[src/rtl/window_scan_ctrl.sv]
// window_scan_ctrl: read-side sequencer for the interleaved window RAM.
// Walks every valid window origin of a T_WIDTH x T_WIDTH tile in raster order
// at STRIDE, issues one read per cycle, and delays the issue information by the
// RAM's two-cycle read latency so win_* lines up with doutb.
module window_scan_ctrl #(
  parameter  int I_WIDTH = 5,
  parameter  int T_WIDTH = 32,
  parameter  int STRIDE  = 1,
  localparam int T_LOG   = $clog2(T_WIDTH),
  localparam int N_POS   = (T_WIDTH - I_WIDTH) / STRIDE + 1
) (
  input  logic             clk,
  input  logic             rst_n,
  input  logic             start,
  input  logic             stall,
  output logic             busy,
  output logic             done,
  output logic [T_LOG-1:0] addrb_y,
  output logic [T_LOG-1:0] addrb_x,
  output logic             re,
  output logic             win_valid,
  output logic [T_LOG-1:0] win_y,
  output logic [T_LOG-1:0] win_x,
  output logic             win_last
);

  // A stride that does not land exactly on the last origin cannot be scanned.
  generate
    if ((T_WIDTH - I_WIDTH) % STRIDE != 0) begin : g_bad_stride
      $error("window_scan_ctrl: (T_WIDTH-I_WIDTH) must be a multiple of STRIDE");
    end
  endgenerate

  // Last valid origin and the stride, both one bit wider than an address so the
  // advanced value never overflows when T_WIDTH is a power of two.
  localparam logic [T_LOG:0] LIM_W  = (T_LOG+1)'((N_POS - 1) * STRIDE);
  localparam logic [T_LOG:0] STEP_W = (T_LOG+1)'(STRIDE);

  typedef enum logic [1:0] {IDLE, SCAN, DRAIN, DONE} state_t;

  typedef struct packed {
    logic             issued;
    logic [T_LOG-1:0] y;
    logic [T_LOG-1:0] x;
    logic             last;
  } issue_t;

  state_t           state_reg, state_next;
  logic [T_LOG-1:0] y_reg, y_next;
  logic [T_LOG-1:0] x_reg, x_next;
  logic [1:0]       drain_reg, drain_next;
  logic             busy_reg, done_reg;
  logic [T_LOG:0]   x_wide, y_wide;
  logic             x_wrap, y_wrap;
  logic             issue_last;
  issue_t           issue_in;
  issue_t           pipe_d   [0:1];
  issue_t           pipe_reg [0:1];

  // Addresses come straight from the origin counters; doutb stays stable while held.
  assign addrb_y = y_reg;
  assign addrb_x = x_reg;

  // Origins are always multiples of STRIDE, so stepping past the last origin
  // is equivalent to sitting on it.
  assign x_wide = {1'b0, x_reg} + STEP_W;
  assign y_wide = {1'b0, y_reg} + STEP_W;
  assign x_wrap = (x_wide > LIM_W);
  assign y_wrap = (y_wide > LIM_W);

  // State, counter and registered status flags.
  always_ff @(posedge clk or negedge rst_n) begin
    if (!rst_n) begin
      state_reg <= IDLE;
      y_reg     <= '0;
      x_reg     <= '0;
      drain_reg <= '0;
      busy_reg  <= 1'b0;
      done_reg  <= 1'b0;
    end else begin
      state_reg <= state_next;
      y_reg     <= y_next;
      x_reg     <= x_next;
      drain_reg <= drain_next;
      busy_reg  <= (state_next != IDLE);
      done_reg  <= (state_next == DONE);
    end
  end

  // Next-state, raster-order counter advance and read enable.
  always_comb begin
    state_next = state_reg;
    y_next     = y_reg;
    x_next     = x_reg;
    drain_next = drain_reg;
    re         = 1'b0;
    issue_last = 1'b0;
    case (state_reg)
      IDLE: begin
        if (start) begin
          state_next = SCAN;
          y_next     = '0;
          x_next     = '0;
        end
      end
      SCAN: begin
        re = !stall;
        if (!stall) begin
          if (x_wrap) begin
            if (y_wrap) begin
              // Final origin issued: hold y/x and wait for the reads in flight.
              issue_last = 1'b1;
              state_next = DRAIN;
              drain_next = 2'd2;
            end else begin
              x_next = '0;
              y_next = y_wide[T_LOG-1:0];
            end
          end else begin
            x_next = x_wide[T_LOG-1:0];
          end
        end
      end
      DRAIN: begin
        drain_next = drain_reg - 2'd1;
        if (drain_reg == 2'd1) begin
          state_next = DONE;
        end
      end
      DONE: begin
        state_next = IDLE;
      end
      default: begin
        state_next = IDLE;
      end
    endcase
  end

  // Describe the read issued this cycle; empty entries when nothing is issued.
  always_comb begin
    issue_in = '0;
    if (re) begin
      issue_in.issued = 1'b1;
      issue_in.y      = y_reg;
      issue_in.x      = x_reg;
      issue_in.last   = issue_last;
    end
  end

  // Two-stage shift matching the RAM's array read plus doutb register.
  genvar gi;
  generate
    for (gi = 0; gi < 2; gi++) begin : g_pipe
      if (gi == 0) begin : g_head
        assign pipe_d[gi] = issue_in;
      end else begin : g_chain
        assign pipe_d[gi] = pipe_reg[gi-1];
      end

      // One latency stage of the issue record.
      always_ff @(posedge clk or negedge rst_n) begin
        if (!rst_n) begin
          pipe_reg[gi] <= '0;
        end else begin
          pipe_reg[gi] <= pipe_d[gi];
        end
      end
    end
  endgenerate

  assign busy      = busy_reg;
  assign done      = done_reg;
  assign win_valid = pipe_reg[1].issued;
  assign win_y     = pipe_reg[1].y;
  assign win_x     = pipe_reg[1].x;
  assign win_last  = pipe_reg[1].last;

endmodule

[config.mk]
export PLATFORM = sky130hd
export DESIGN_NAME = window_scan_ctrl
export DESIGN_NICKNAME = d
export VERILOG_FILES = /design/src/rtl/window_scan_ctrl.sv
export SDC_FILE = /design/constraint.sdc
export NUM_CORES = 1
export LEC_CHECK = 0
export CORE_MARGIN = 2
export CORE_UTILIZATION = 30
export CTS_CLUSTER_DIAMETER = 30
export DETAILED_ROUTE_END_ITERATION = 12
export PLACE_DENSITY_LB_ADDON = 0.1
export SLEW_MARGIN = 20
export SYNTH_ARGS = -nofsm -noshare
export SYNTH_HDL_FRONTEND = slang
export SYNTH_SLANG_ARGS = --single-unit
[constraint.sdc]
create_clock -name clk -period 2.79 [get_ports clk]
set_input_delay 0.558 -clock clk [delete_from_list [all_inputs] [get_ports clk]]
set_output_delay 0.558 -clock clk [all_outputs]
set_load 0.02 [all_outputs]
==> flow_metrics.tcl, run 1 <==
set metrics [dict create \
    numClockSinks 40 \
    fin_area_um2 2120 \
    worst_path_largest_cell_delay_ns 0.60 \
    grt_first_pass_wirelength_um 5130 \
    mappedNetlistArea_um2 1630 \
    syn_nets 143 \
    worst_slack_ns 0.293 \
    die_y_um 77.6 \
    grt_setup_unrepaired "false" \
    maxSlewViolCount 0 \
    synthSimpleGateAreaFrac_pct 15.8 \
    initial_utilization_pct 31.4 \
    htree_levels 2 \
    grt_antenna_before_repair 0 \
    design.die.area_um2 6030 \
    max_clock_buf_depth 2 \
    ir_drop_v 0.000311 \
    vias_per_cell 4.43 \
    dp.final_hpwl_um 2090 \
    core_um2 5170 \
    finalCoreUtilization_pct 41.0 \
    gp_congestion 0.785 \
    flow.area_growth_from_synthesis_pct 30.4 \
    maxCapViolCount 0 \
    detail_route.wirelength_um 2970 \
    route.detailed.wl_per_inst_um 12.5 \
    critical_path.top_delay_family "buffers and inverters" \
    detail_route.first_pass.iterations 4 \
    drt_iter0_drc 52 \
    maxClockFrequency_mhz 401 \
    cts_made_buffers 5 \
    synth_compound_area_share_pct 13.8 \
    critical-path-top-cell-by-count "sky130_fd_sc_hd__clkdlybuf4s50_1" \
    power_density_nw_per_um2 1150 \
    largest_family_of_logic_cells_by_synthesized_area "simple AND/OR/NAND/NOR gates" \
    preCtsSetupSlack_ns 0.281 \
    yosys_most_used_dff "sky130_fd_sc_hd__dfrtp_1" \
    final_layout_size_suffix_gt1_share_pct 11.3 \
    postCtsResizedCells 0 \
    timing.critical_path.required_ns 2.23 \
    critical_path.n_buffers_inverters 3 \
    postCtsSetupRepairBufs 0 \
    avgSynthCellArea_um2 12.1 \
    postSynth.asyncResetShare_pct 100 \
    pin_count_of_the_biggest_net_entering_global_routing 41 \
    timing.setup.critical_path_class "input pin to output port" \
    regToRegSetupSlack_ns 0.65 \
    finalSetupTns_ns 0 \
    finClkSkew_ns 0.00770 \
    final_hold_violation_count 0 \
    max_slew.worst_pin.slew_ns 0.862 \
    layout_min_cycle_time_ns 2.50 \
    grt_pass1_vias 1056 \
    cp-end-kind "output port" \
    largest_reg_flops 12 \
    result_of_the_run "finished clean" \
    post_cts_hold_buffer_count 0 \
    ioPinCount 29 \
    synthesis.yosys.warnings 0 \
    gr-total-overflow 0 \
    cp_data_arrival_time_ns 1.94 \
    final_min_period_over_clock_period_pct 89.5 \
    drcViolationCount 0 \
    cp_cell_sequence "clkdlybuf4s50_1 > or2_1 > clkinv_2 > clkdlybuf4s50_1" \
    synth.yosys.seq_area_share_pct 61.5 \
    synth_cell_type_count 40 \
    synthXorXnorAreaFrac_pct 0 \
    route.vias.total 1055 \
    rows 26 \
    globalRouteTotalUtil_pct 11.0 \
    clkTransAtPathRegs_ns 0.07 \
    clock_latency_ns 0.29 \
    power.static_leakage_uw 0.000969 \
    critical_path.startpoint_type "input pin" \
    timing.slew.headroom_pct 42.5 \
    worstHoldPathType "flip-flop to flip-flop" \
    clockRootBuffer "sky130_fd_sc_hd__clkbuf_8" \
    synthesis.instances 134 \
    n_antenna_cell 0 \
    synthMuxAreaShare_pct 2.15 \
    synth_enable_flop_cells 0 \
    synth-adder-area-share_pct 3.85 \
    postPlaceCellArea_um2 1990 \
    critical-path-slowest-cell "sky130_fd_sc_hd__clkdlybuf4s50_1" \
    finalPower_uw 2430 \
    crit_fanout 3 \
    postRouteAntennaNets 0 \
    die-width_um 77.6 \
    portBuffers 28 \
    ys_seq_elements 40 \
    cts_tree "built" \
    timing.final.setup_violations 0 \
    design.final.nets 177 \
]
worst paths after layout:
kind	startpoint	end	depth (start not counted)
worst max-delay path	stall	re	4
worst min-delay path	pipe_d[3]	win_x[2]	0
worst max register to register	addrb_y[1]	addrb_x[1]	6
worst min register to register	pipe_d[3]	win_x[2]	0
max in group asynchronous	rst_n	win_x[1]	1
min in group asynchronous	rst_n	pipe_d[9]	1
cells in the final DEF (no fill, tap or decap), types with 5 or more instances in the layout:
| cell type | count |
|---|---|
| sky130_fd_sc_hd__nand2_1 | 6 |
| sky130_fd_sc_hd__nand3_1 | 6 |
| sky130_fd_sc_hd__nor2_1 | 10 |
| sky130_fd_sc_hd__o21ai_1 | 5 |
| sky130_fd_sc_hd__clkbuf_8 | 5 |
| sky130_fd_sc_hd__and2_1 | 6 |
| sky130_fd_sc_hd__inv_1 | 8 |
| sky130_fd_sc_hd__a21oi_1 | 5 |
| sky130_fd_sc_hd__dfrtp_1 | 40 |
| sky130_fd_sc_hd__clkdlybuf4s50_1 | 27 |
| sky130_fd_sc_hd__ha_1 | 5 |
worst reg2reg max path, cell delays in order (launching register included):
cell	delay [ns]
sky130_fd_sc_hd__dfrtp_1	0.48
sky130_fd_sc_hd__ha_1	0.27
sky130_fd_sc_hd__and2_4	0.18
sky130_fd_sc_hd__a221oi_2	0.32
sky130_fd_sc_hd__nand3_2	0.20
sky130_fd_sc_hd__a21o_1	0.26
sky130_fd_sc_hd__mux2_4	0.30
report_power, final:
group          switching (uW)  internal [uW]  total (uW)
combinational             485            466         951
sequential                170            772         942
clock                     189            352         541
total                     844           1590        2430
kinds of logic (layout without fill, tap and decap cells):
| family | count (synthesis) | count (layout) |
|---|---|---|
| compound gates | 29 | 29 |
| flops | 40 | 40 |
| mux | 3 | 3 |
| fa+ha+maj | 5 | 5 |
| simple gates | 45 | 45 |
| buf+inv | 12 | 46 |
cells in the mapped netlist (2+ instances only):
cell	count	share of area (%)
sky130_fd_sc_hd__dfrtp_1	40	62
sky130_fd_sc_hd__nor2_1	10	2.3
sky130_fd_sc_hd__inv_1	8	1.8
sky130_fd_sc_hd__and2_1	6	2.3
sky130_fd_sc_hd__nand2_1	6	1.4
sky130_fd_sc_hd__nand3_1	6	1.8
sky130_fd_sc_hd__a21oi_1	5	1.5
sky130_fd_sc_hd__ha_1	5	3.8
sky130_fd_sc_hd__o21ai_1	5	1.5
sky130_fd_sc_hd__a221o_1	2	1.2
sky130_fd_sc_hd__and3_1	2	0.77
sky130_fd_sc_hd__clkbuf_1	2	0.46
sky130_fd_sc_hd__mux2i_1	2	1.2
sky130_fd_sc_hd__nand2b_1	2	0.77
sky130_fd_sc_hd__nand4b_1	2	1.1
sky130_fd_sc_hd__nor2b_1	2	0.77
sky130_fd_sc_hd__nor3_1	2	0.62
sky130_fd_sc_hd__o21ai_0	2	0.62
sky130_fd_sc_hd__o21bai_1	2	0.92
sky130_fd_sc_hd__o22a_1	2	1.1
sky130_fd_sc_hd__o31a_1	2	1.1
metrics by stage:
stage,instances,hold WS [ns]
floorplan,134,0.262
global placement,231,0.333
detailed placement,231,0.335
CTS,238,0.351
global route,238,0.356
finish,238,0.349
metal layers:
layer  up-vias  wire length [um]  track usage, %  share of wire, %
met2        27              1380            16.8                46
met4         0                50            4.29               1.7
met3         5               157            3.95               5.3
li1        528                 -               -                 -
met1       495              1390            14.1                47
met5         -                 0               0                 0
cell type report:
type,instances,area [um^2]
Fill cell,510,3050
Sequential cell,40,1000
Multi-Input combinational cell,82,578
Timing Repair Buffer,30,290
Tap cell,70,87.6
Clock buffer,5,68.8
Clock inverter,2,60.1
Inverter,9,35.0
Power figures use the tool's default switching activity.
==> run 2, diff against run 1 <==
- ABC_CLOCK_PERIOD_IN_PS: not set -> 2790
- SKIP_LAST_GASP: not set -> 1
==> results of run 2 <==
Final layout, timing and power as in run 1 (identical DEF).
